$ cat config.mk
export PLATFORM = sky130hd
export DESIGN_NAME = upsample2x_flat
export DESIGN_NICKNAME = d
export VERILOG_FILES = /design/src/rtl/cnn_stream_pkg.sv /design/src/rtl/upsample2x_if.sv /design/src/rtl/upsample2x_line_buf.sv /design/src/rtl/upsample2x.sv /design/src/flat_wrapper.sv
export SDC_FILE = /design/constraint.sdc
export NUM_CORES = 1
export LEC_CHECK = 0
export CAP_MARGIN = 20
export CORE_AREA = 8 8 265 139
export DETAILED_ROUTE_END_ITERATION = 8
export DIE_AREA = 0 0 273 147
export MAX_ROUTING_LAYER = met4
export PLACE_DENSITY = 0.61
export SYNTH_ARGS = -nofsm -noshare
export SYNTH_HDL_FRONTEND = slang
export SYNTH_SLANG_ARGS = --single-unit
$ cat constraint.sdc
create_clock -name clk -period 7.64 [get_ports clk]
set_input_delay 0.764 -clock clk [delete_from_list [all_inputs] [get_ports clk]]
set_output_delay 0.764 -clock clk [all_outputs]
set_load 0.03 [all_outputs]
$ cat src/rtl/cnn_stream_pkg.sv
// Shared definitions for the CNN feature-map stream blocks.
package cnn_stream_pkg;

  localparam int DW       = 16;
  localparam int LB_DEPTH = 32;
  localparam int LB_AW    = 5;

  typedef enum logic [3:0] {
    IDLE  = 4'b0001,
    FILL  = 4'b0010,
    EMIT0 = 4'b0100,
    EMIT1 = 4'b1000
  } state_t;

  typedef struct packed {
    logic frame_start;
    logic line_start;
    logic frame_end;
  } markers_t;

endpackage

$ cat src/rtl/upsample2x_if.sv
// Pixel stream in/out of the upsampler: pooled input with ready, full-rate output.
interface upsample2x_if;
  import cnn_stream_pkg::*;

  logic                 ena;
  logic signed [DW-1:0] sig_layer;
  logic                 frame_start_in;
  logic                 line_start_in;
  logic                 frame_end_in;
  logic                 in_ready;
  logic signed [DW-1:0] up_layer;
  logic                 valid;
  logic                 frame_start_out;
  logic                 line_start_out;
  logic                 frame_end_out;

  modport slave (
    input  ena, sig_layer, frame_start_in, line_start_in, frame_end_in,
    output in_ready, up_layer, valid, frame_start_out, line_start_out, frame_end_out
  );

  modport master (
    output ena, sig_layer, frame_start_in, line_start_in, frame_end_in,
    input  in_ready, up_layer, valid, frame_start_out, line_start_out, frame_end_out
  );

endinterface

$ cat src/rtl/upsample2x_line_buf.sv
// Single-port 32-entry line buffer, active-low enable/write, 1-cycle read.
module line_buf
  import cnn_stream_pkg::*;
(
  input  logic             clk,
  input  logic             en_n,
  input  logic             wren_n,
  input  logic [LB_AW-1:0] addr,
  input  logic [DW-1:0]    data_i,
  output logic [DW-1:0]    data_o
);

  logic [DW-1:0] mem [LB_DEPTH];

  // Write on enabled write cycles, otherwise register the read word.
  always_ff @(posedge clk) begin
    if (!en_n) begin
      if (!wren_n) mem[addr] <= data_i;
      else         data_o    <= mem[addr];
    end
  end

endmodule

$ cat src/rtl/upsample2x.sv
// Nearest-neighbour 2x upsampler: buffers one line, emits it twice with
// every pixel doubled.
module upsample2x
  import cnn_stream_pkg::*;
#(
  parameter int IN_W = 12
) (
  input logic clk,
  input logic rst,
  upsample2x_if.slave strm
);

  localparam int CW = $clog2(IN_W);
  localparam int NW = CW + 1;
  localparam logic [CW-1:0] COL_LAST = CW'(IN_W - 1);
  localparam logic [NW-1:0] CNT_LAST = NW'(2 * IN_W - 1);

  state_t           state, state_nxt;
  logic [CW-1:0]    col, col_nxt;
  logic [NW-1:0]    cnt, cnt_nxt;
  logic             frame_pending, pend_nxt;
  logic             last_line, last_nxt;
  logic             valid_q, valid_nxt;
  markers_t         mk_q, mk_nxt;
  logic             in_ready;
  logic             accept;
  logic             lb_en_n, lb_wren_n;
  logic [LB_AW-1:0] lb_addr;
  logic [DW-1:0]    lb_rdata;

  // Ready stays low for the cycle carrying the last output pixel, so a new
  // line is only accepted once the previous emission has fully drained.
  assign in_ready = !rst && (state == IDLE || state == FILL) && !valid_q;
  assign accept   = strm.ena && in_ready;

  line_buf u_line_buf (
    .clk    (clk),
    .en_n   (lb_en_n),
    .wren_n (lb_wren_n),
    .addr   (lb_addr),
    .data_i (strm.sig_layer),
    .data_o (lb_rdata)
  );

  // State register.
  always_ff @(posedge clk) begin
    if (rst) state <= IDLE;
    else     state <= state_nxt;
  end

  // Next state, buffer access and next output markers.
  always_comb begin
    state_nxt = state;
    col_nxt   = col;
    cnt_nxt   = cnt;
    pend_nxt  = frame_pending;
    last_nxt  = last_line;
    valid_nxt = 1'b0;
    mk_nxt    = '0;
    lb_en_n   = 1'b1;
    lb_wren_n = 1'b1;
    lb_addr   = '0;
    case (state)
      IDLE: begin
        if (accept && strm.frame_start_in) begin
          lb_en_n   = 1'b0;
          lb_wren_n = 1'b0;
          col_nxt   = CW'(1);
          pend_nxt  = 1'b1;
          state_nxt = FILL;
        end
      end
      FILL: begin
        if (accept) begin
          lb_en_n   = 1'b0;
          lb_wren_n = 1'b0;
          if (strm.frame_start_in || (strm.line_start_in && col != '0)) begin
            col_nxt = CW'(1);
            if (strm.frame_start_in) pend_nxt = 1'b1;
          end else begin
            lb_addr = LB_AW'(col);
            if (col == COL_LAST) begin
              col_nxt   = '0;
              cnt_nxt   = '0;
              last_nxt  = strm.frame_end_in;
              state_nxt = EMIT0;
            end else begin
              col_nxt = col + 1'b1;
            end
          end
        end
      end
      EMIT0, EMIT1: begin
        lb_en_n   = 1'b0;
        lb_addr   = LB_AW'(cnt[CW:1]);
        valid_nxt = 1'b1;
        mk_nxt.line_start = (cnt == '0);
        if (state == EMIT0 && cnt == '0 && frame_pending) begin
          mk_nxt.frame_start = 1'b1;
          pend_nxt           = 1'b0;
        end
        if (state == EMIT1 && cnt == CNT_LAST && last_line) mk_nxt.frame_end = 1'b1;
        cnt_nxt = cnt + 1'b1;
        if (cnt == CNT_LAST) begin
          cnt_nxt = '0;
          if (state == EMIT0) begin
            state_nxt = EMIT1;
          end else begin
            col_nxt   = '0;
            state_nxt = last_line ? IDLE : FILL;
          end
        end
      end
      default: state_nxt = IDLE;
    endcase
  end

  // Counters, frame flags and registered output controls.
  always_ff @(posedge clk) begin
    if (rst) begin
      col           <= '0;
      cnt           <= '0;
      frame_pending <= 1'b0;
      last_line     <= 1'b0;
      valid_q       <= 1'b0;
      mk_q          <= '0;
    end else begin
      col           <= col_nxt;
      cnt           <= cnt_nxt;
      frame_pending <= pend_nxt;
      last_line     <= last_nxt;
      valid_q       <= valid_nxt;
      mk_q          <= mk_nxt;
    end
  end

  // The buffer's read register is the output data register; it is aligned
  // with valid_q and forced to zero whenever no pixel is being emitted.
  assign strm.in_ready        = in_ready;
  assign strm.valid           = valid_q;
  assign strm.up_layer        = valid_q ? lb_rdata : '0;
  assign strm.frame_start_out = mk_q.frame_start;
  assign strm.line_start_out  = mk_q.line_start;
  assign strm.frame_end_out   = mk_q.frame_end;

endmodule
$ cat src/flat_wrapper.sv
// flat-port wrapper written by rule: the top's interface ports become plain ports
module upsample2x_flat import cnn_stream_pkg::*;
#(
  parameter int IN_W = 12
)
  (clk, rst, strm_ena, strm_sig_layer, strm_frame_start_in, strm_line_start_in, strm_frame_end_in, strm_in_ready, strm_up_layer, strm_valid, strm_frame_start_out, strm_line_start_out, strm_frame_end_out);
  upsample2x_if strm_i ();
  input logic clk;
  input logic rst;
  input wire logic [$bits(strm_i.ena)-1:0] strm_ena;
  input wire logic [$bits(strm_i.sig_layer)-1:0] strm_sig_layer;
  input wire logic [$bits(strm_i.frame_start_in)-1:0] strm_frame_start_in;
  input wire logic [$bits(strm_i.line_start_in)-1:0] strm_line_start_in;
  input wire logic [$bits(strm_i.frame_end_in)-1:0] strm_frame_end_in;
  output wire logic [$bits(strm_i.in_ready)-1:0] strm_in_ready;
  output wire logic [$bits(strm_i.up_layer)-1:0] strm_up_layer;
  output wire logic [$bits(strm_i.valid)-1:0] strm_valid;
  output wire logic [$bits(strm_i.frame_start_out)-1:0] strm_frame_start_out;
  output wire logic [$bits(strm_i.line_start_out)-1:0] strm_line_start_out;
  output wire logic [$bits(strm_i.frame_end_out)-1:0] strm_frame_end_out;
  assign strm_i.ena = strm_ena;
  assign strm_i.sig_layer = strm_sig_layer;
  assign strm_i.frame_start_in = strm_frame_start_in;
  assign strm_i.line_start_in = strm_line_start_in;
  assign strm_i.frame_end_in = strm_frame_end_in;
  assign strm_in_ready = strm_i.in_ready;
  assign strm_up_layer = strm_i.up_layer;
  assign strm_valid = strm_i.valid;
  assign strm_frame_start_out = strm_i.frame_start_out;
  assign strm_line_start_out = strm_i.line_start_out;
  assign strm_frame_end_out = strm_i.frame_end_out;
  upsample2x #(.IN_W(IN_W)) u_core (.clk(clk), .rst(rst), .strm(strm_i));
endmodule
== Word-level counts from Yosys, hierarchy flattened ==
Memories as Yosys holds them, arrays and structs flattened. A register that Yosys moved wholly into a read port is not among the register bits.
Cells that the tools add are included.
Operators by class
  add/subtract/negate cells: 2
  $mul: 0
  divide/modulo/power cells: 0
  magnitude comparators: 0
  equality and inequality tests: 15
  shift-type cells: 0
  mux-type cells: 40
  bitwise logic cells: 3
  reduce and logical (&&, ||, !) cells: 25
Operators by type and width (number)
  2-to-1 mux 4 bit: 13
  2-to-1 mux 5 bit: 5
  one-hot mux 4 bit (3 select lines): 2
  one-hot mux 5 bit (2 select lines): 2
  2-to-1 mux 16 bit: 1
  2-to-1 mux 1 bit: 13
  inequality test 2 bit (second input constant): 6
  AND reduction 5 bit: 2
  logical AND 1 bit: 9
  equality test 4 bit (second input constant): 2
  AND reduction 4 bit: 2
  inequality test 2 x 1 -> 1 bit (second input constant): 3
  one-hot mux 1 bit (3 select lines): 2
  AND reduction 6 bit: 1
  adder 5 x 1 -> 5 bit (second input constant): 1
  equality test 5 bit (second input constant): 1
  zero test 5 bit: 1
  adder 4 x 1 -> 4 bit (second input constant): 1
  equality test 4 x 1 -> 1 bit (second input constant): 1
  equality test 4 x 2 -> 1 bit (second input constant): 1
  equality test 4 x 3 -> 1 bit (second input constant): 1
  nonzero test 4 bit: 1
  OR reduction 2 bit: 2
  NOT 1 bit: 3
  other kinds (7): 9
Word-level totals
  flip-flop bits (word level): 19
  bits in latches: 0
  RAM bits: 512
  ROM bits: 0
  bits of input ports: 22
  output and inout bits: 21
  memories kept: 1
Memory list
  u_core.u_line_buf.mem: words 32, bits a word 16, rd ports 1, clocked after Yosys merged registers in 1, wr ports 1, RTL line upsample2x_line_buf.sv:13  | logic [DW-1:0] mem [LB_DEPTH];

== Longest topological paths before layout ==
  word-level depth: 11
  mapped depth: 12

== Cells and area by module ==
Synthesis repeated with hierarchy kept, for this count alone.
Second synthesis, totals
  cell total of the unflattened synthesis: 1246
  area total of the unflattened synthesis: 21506.9 um^2
Modules (own cells, without submodules)
  line_buf: times used 1, cells an instance 1089, area an instance 20244.4 um^2, sequential area each 15855.2 um^2
  upsample2x: times used 1, cells an instance 157, area an instance 1262.5 um^2, sequential area each 380.4 um^2

== Least setup slack after synthesis ==
No wires, ideal clock.
  path kind: flip-flop to flip-flop
  start point: register u_core.state[2]
  end point: memory u_core.u_line_buf.mem[9][0], enable pin
  arrival: 3814 ps
  path slack: 3389 ps
  cell stages (with the launch flop): 9
  path buffers: 2
  cell sequence: dfxtp_1 buf_2 xor2_1 nand2_1 inv_1 nand2_1 a2bb2oi_1 clkbuf_1 nor4b_1
On the way
  word-level cells in the longest chain between the ends: 11
  elaborated cells on any way between the ends: 19
Ends and longest elaborated chain
  from (decl): RTL line upsample2x.sv:18  | state_t state, state_nxt;
  from (signal assigned): RTL line upsample2x.sv:48  | else state <= state_nxt;
  equality test 4 x 1 -> 1 bit or equality test 4 x 2 -> 1 bit (tied branches): RTL line upsample2x.sv:33, upsample2x.sv:63
  logical OR 1 bit: RTL line upsample2x.sv:33  | assign in_ready = !rst && (state == IDLE || state == FILL) && !valid_q;
  logical AND 1 bit (2 in a row): RTL line upsample2x.sv:33
  logical AND 1 bit: RTL line upsample2x.sv:34  | assign accept = strm.ena && in_ready;
  logical AND 1 bit: RTL line upsample2x.sv:65  | if (accept && strm.frame_start_in) begin
  2-to-1 mux 1 bit: RTL line upsample2x.sv:65
  one-hot mux 1 bit (2 select lines): RTL line upsample2x.sv:63  | case (state)
  2-to-1 mux 1 bit: RTL line upsample2x_line_buf.sv:18  | if (!wren_n) mem[addr] <= data_i;
  2-to-1 mux 1 bit: RTL line upsample2x_line_buf.sv:17  | if (!en_n) begin
  2-to-1 mux 1 bit (not written as such): RTL line upsample2x_line_buf.sv:18
  to (decl): RTL line upsample2x_line_buf.sv:13
Several ways; a longest one is shown, not always the timed one.

== Worst setup path after layout ==
  start point: input port rst
  end point: memory u_core.u_line_buf.mem[1][2], enable pin
On the way
  word-level cells in the longest chain between the ends: 10
  elaborated cells on any way between the ends: 14
Ends and longest elaborated chain
  from (decl): RTL line flat_wrapper.sv:9  | input logic rst;
  zero test 1 bit (*): RTL line upsample2x.sv:33
  logical AND 1 bit (*) (2 in a row): RTL line upsample2x.sv:33
  logical AND 1 bit (*): RTL line upsample2x.sv:34
  logical AND 1 bit: RTL line upsample2x.sv:65
  2-to-1 mux 1 bit: RTL line upsample2x.sv:65
  one-hot mux 1 bit (2 select lines): RTL line upsample2x.sv:63
  2-to-1 mux 1 bit: RTL line upsample2x_line_buf.sv:18
  2-to-1 mux 1 bit: RTL line upsample2x_line_buf.sv:17
  2-to-1 mux 1 bit (not written as such): RTL line upsample2x_line_buf.sv:18
Mark *: on every way between the ends. The rest lies on a longest branch, timed or not.

==> summary.txt <==
Yosys
  – Post-synthesis sequential area ratio: 74.9%
  – Post-Synth XOR/XNOR Area: 0.230%
  – Prevailing post-synth register cell: edfxtp_1
  – Compound-Gate Fraction of Synth Area: 13.6%
  – Mux cell area share after synthesis: 0.0877%
  – Adder-Cell Fraction of Synth Area: 0.438%
  – Main area contributors after synthesis: edfxtp_1 (72%), dfxtp_1 (3.3%), a22oi_1 (3.3%)
  – Yosys warns: 0
  – Average size of a mapped cell: 15.4 um2
  – Post-synth cell types: 56
  – Synth top area share: 71.6%
  – Syn_nets: 766
  – EDFF count, synth: 272
  – Post-Synth Simple-Gate Area: 8.32%
  – Ys async rst share: 0%
  – Register bit total from synthesis: 291
  – Post-Synthesis Cells: 740
  – Yosys top cell by area: edfxtp_1
  – Mapped Area: 11400 um2
  – Combinational family with the most area after synthesis: compound AO/OA/AOI/OAI gates

Timing
  – Final hold violation count: 0
  – Setup-failing EPs final: 0
  – Worst rel slew slack: 24.0%
  – RSZ-0062 raised after global routing: no
  – Tcrit/Tclk final: 61.0%
  – Crit path time final: 4.66 ns
  – Max Slew Vio Count: 0
  – Fin Setup TNS: 0 ns
  – Max Fclk: 0.214 GHz
  – Worst slew pin tran: 1.14 ns
  – Hold Slack: 0.480 ns
  – Worst Clk Skew: 0.0103 ns

Min path
  – Hold WC Path Type: flip-flop to flip-flop
  – Hold EP: u_core.frame_pending
  – Depth of the worst hold-timing path: 2
  – HP Start: u_core.frame_pending

Run
  – Max-cap violations: 0

Clock network
  – TritonCTS clock tree: done
  – Clk slew on worst S/H paths: 0.07 ns
  – Hold-fix buffers, CTS: 0
  – Buffers inserted by post-CTS timing repair: 0
  – TritonCTS Buffers: 25
  – Sink Count: 291
  – Clk_lat worst skew: 0.54 ns
  – Clock Path Buffers: 3
  – Number of cells upsized or downsized after cts: 0
  – Root buffer cell: clkbuf_16
  – CTS H-tree lvls: 1

Floorplan
  – Num rows: 48
  – DIE WIDTH: 273 um
  – Core area: 33500 um2
  – Chip height: 147 um
  – Number of I/O pins: 43
  – Die area: 40100 um2
  – Initial Util: 34.1%

Global routing
  – Largest net degree at the start of global routing: 40
  – Initial antenna violation count: 3
  – Global-route wire length before repair: 46.9 mm
  – Overall Global Routing Usage: 16.1%
  – Via count of the first global-routing pass: 6707
  – Global route total overflow: 0

Power and ir drop
  – Sequential share of power: 55.0%
  – Net switching power: 0.000712 W
  – Internal: 0.00252 W
  – Sw Share: 22.0%
  – Gate power share: 5.8%
  – Worst VDD drop: 0.000132 V
  – PD cells: 245 nW/um2
  – Clock network fraction of total power: 39.2%
  – Pleak: 4.01 nW

Detailed routing
  – Drt drc: 0
  – Drt wl/cell: 25.5 um
  – Routed Antenna Nets: 0
  – Via-to-Cell Ratio: 5.67
  – Routed WL: 31.9 mm
  – Initial detailed-routing violation count: 1261
  – First drt pass iteration count: 7
  – Via count: 7071

Cells and area
  – Layout Utilization: 39.4%
  – Ant. Diodes: 0
  – Layout cells sized above 1: 11.3%
  – Final nets: 809
  – P&R area growth vs syn: 15.6%

Setup path
  – Cell breakdown of the critical path: clkdlybuf4s50_1, or4b_2, a2111oi_2, o21a_2, and3_1
  – Top Family by Delay on Critical Path: simple AND/OR/NAND/NOR gates
  – Worst path required time: 7.80 ns
  – CP Launch Point: rst
  – Critical path type: input port to flip-flop
  – Critical R2R Launch: u_core.strm.valid
  – Crit path buf inv count: 1
  – Max stage delay on crit path: 0.91 ns
  – CP Launch Type: input port
  – CP max FO: 32
  – Crit path capture type: flip-flop
  – WP depth: 5
  – FF-to-FF End: u_core.u_line_buf.mem[1][2]
  – Worst Path Arrival: 4.82 ns
  – R2R setup slack: 3.50 ns
  – Worst r2r path cells: 4
  – Slowest cell on the critical path: and3_1

Placement
  – HPWL Detailed: 19.4 mm
  – RePlAce Congestion: 0.814
  – IO Port Bufs: 42

Status
  – Status: complete, no violations
==> cells in the final DEF, fill, tap and decap left out, types with 3 or more instances in the layout <==
master	n
and2_1	25
a2111o_1	3
clkdlybuf4s50_1	42
a22o_1	5
a221oi_1	7
or4_1	18
nor4b_1	4
ha_1	4
nand2_1	34
buf_4	25
or2_2	5
nor2b_1	5
a222oi_1	37
a31oi_1	13
clkinv_2	6
clkbuf_16	25
edfxtp_1	272
inv_1	7
nor2_2	10
a221o_1	5
xor2_1	3
o21ai_0	6
a21oi_1	42
o211ai_1	7
nand3_1	15
clkinv_1	4
dfxtp_1	19
bufinv_16	3
a211oi_1	3
o22ai_1	11
a22oi_1	50
nor2_1	35
nand4_1	3
==> worst max-delay path by stage <==
| stage | end | slack, ns |
|---|---|---|
| 3_5_place_dp | u_core.u_line_buf.mem[1][2] | 2.41 |
| 3_3_place_gp | u_core.u_line_buf.mem[1][8] | 2.46 |
| 6_report | u_core.u_line_buf.mem[1][2] | 2.98 |
| 4_1_cts | u_core.u_line_buf.mem[1][2] | 2.98 |
| 2_1_floorplan | u_core.u_line_buf.mem[9][0] | 3.39 |
| 5_1_grt | u_core.u_line_buf.mem[1][11] | 2.75 |
==> worst register-to-register path, cell delays in order, from the launching register on <==
cell       delay (ns)
dfxtp_1          0.56
or4b_2           0.80
a2111oi_2        0.76
o21a_2           0.72
and3_1           0.92
==> metrics by stage <==
step                      total power, W  instance area, um2  instances  worst slack (ns)
after global placement           0.00199               12400       1205              2.46
final                            0.00323               13200       1248              2.98
after detailed placement         0.00200               12400       1206              2.41
after CTS                        0.00325               13200       1248              2.98
after floorplan                  0.00193               11400        740              3.39
after global routing             0.00334               13200       1248              2.75
==> cell usage after synthesis, drive strengths merged (3+ instances only) <==
cell / count
buf: 15
nand3: 15
o22ai: 11
inv: 7
nor4b: 5
a22oi: 50
a22o: 5
a21oi: 42
nand2: 34
a222oi: 37
or4: 18
o21a: 3
a221o: 5
o211ai: 7
a211oi: 4
a221oi: 7
dfxtp: 19
ha: 4
or4b: 3
o21ai: 8
edfxtp: 272
a31oi: 13
a2111oi: 3
a2111o: 3
nor2b: 6
clkbuf: 37
a2bb2oi: 3
nand4: 3
xor2: 3
nor2: 45
or2: 6
and2: 26
==> registers in the layout (all words and copies together) (netlist names) <==
register / flops
u_core.strm.valid: 1
u_core.cnt: 5
u_core.strm.frame_end_out: 1
u_core.strm.frame_start_out: 1
u_core.col: 4
u_core.strm.line_start_out: 1
u_core.frame_pending: 1
u_core.last_line: 1
u_core.u_line_buf.data_o: 16
u_core.u_line_buf.mem: 256
u_core.state: 4
==> power by group through the flow <==
stage	Combinational (W)	Sequential, W	Clock (W)
after floorplan	0.000126	0.00180	0
after global placement	0.000180	0.00181	0
after detailed placement	0.000183	0.00181	0
after CTS	0.000184	0.00178	0.00129
after global routing	0.000205	0.00178	0.00136
final	0.000187	0.00178	0.00127
==> logic make-up (layout without fill, tap and decap cells) <==
group,Yosys count,count (layout)
AO/OA/AOI/OAI,206,206
AND/OR/NAND/NOR,176,176
XOR/XNOR,3,3
adder cells (fa/ha/maj),4,4
flip-flops,291,291
buffers and inverters,59,117
multiplexers,1,1
==> per-layer routing <==
| metal | vias up | share of wire, % | track usage [%] |
|---|---|---|---|
| met2 | 401 | 39 | 20.3 |
| met1 | 3532 | 48 | 24.9 |
| li1 | 3102 | - | - |
| met4 | 0 | 1.4 | 2.64 |
| met5 | - | 0 | - |
| met3 | 36 | 11 | 4.90 |
==> cell type report <==
cell class / instances / area (um2)
inverter: 7 / 26.3
fill: 3087 / 20300
timing repair buffer: 68 / 623
clock inverter: 15 / 150
multi-input combinational: 390 / 2650
clock buffer: 27 / 633
sequential: 291 / 8550
tap: 450 / 563
Power figures use the tool's default switching activity.
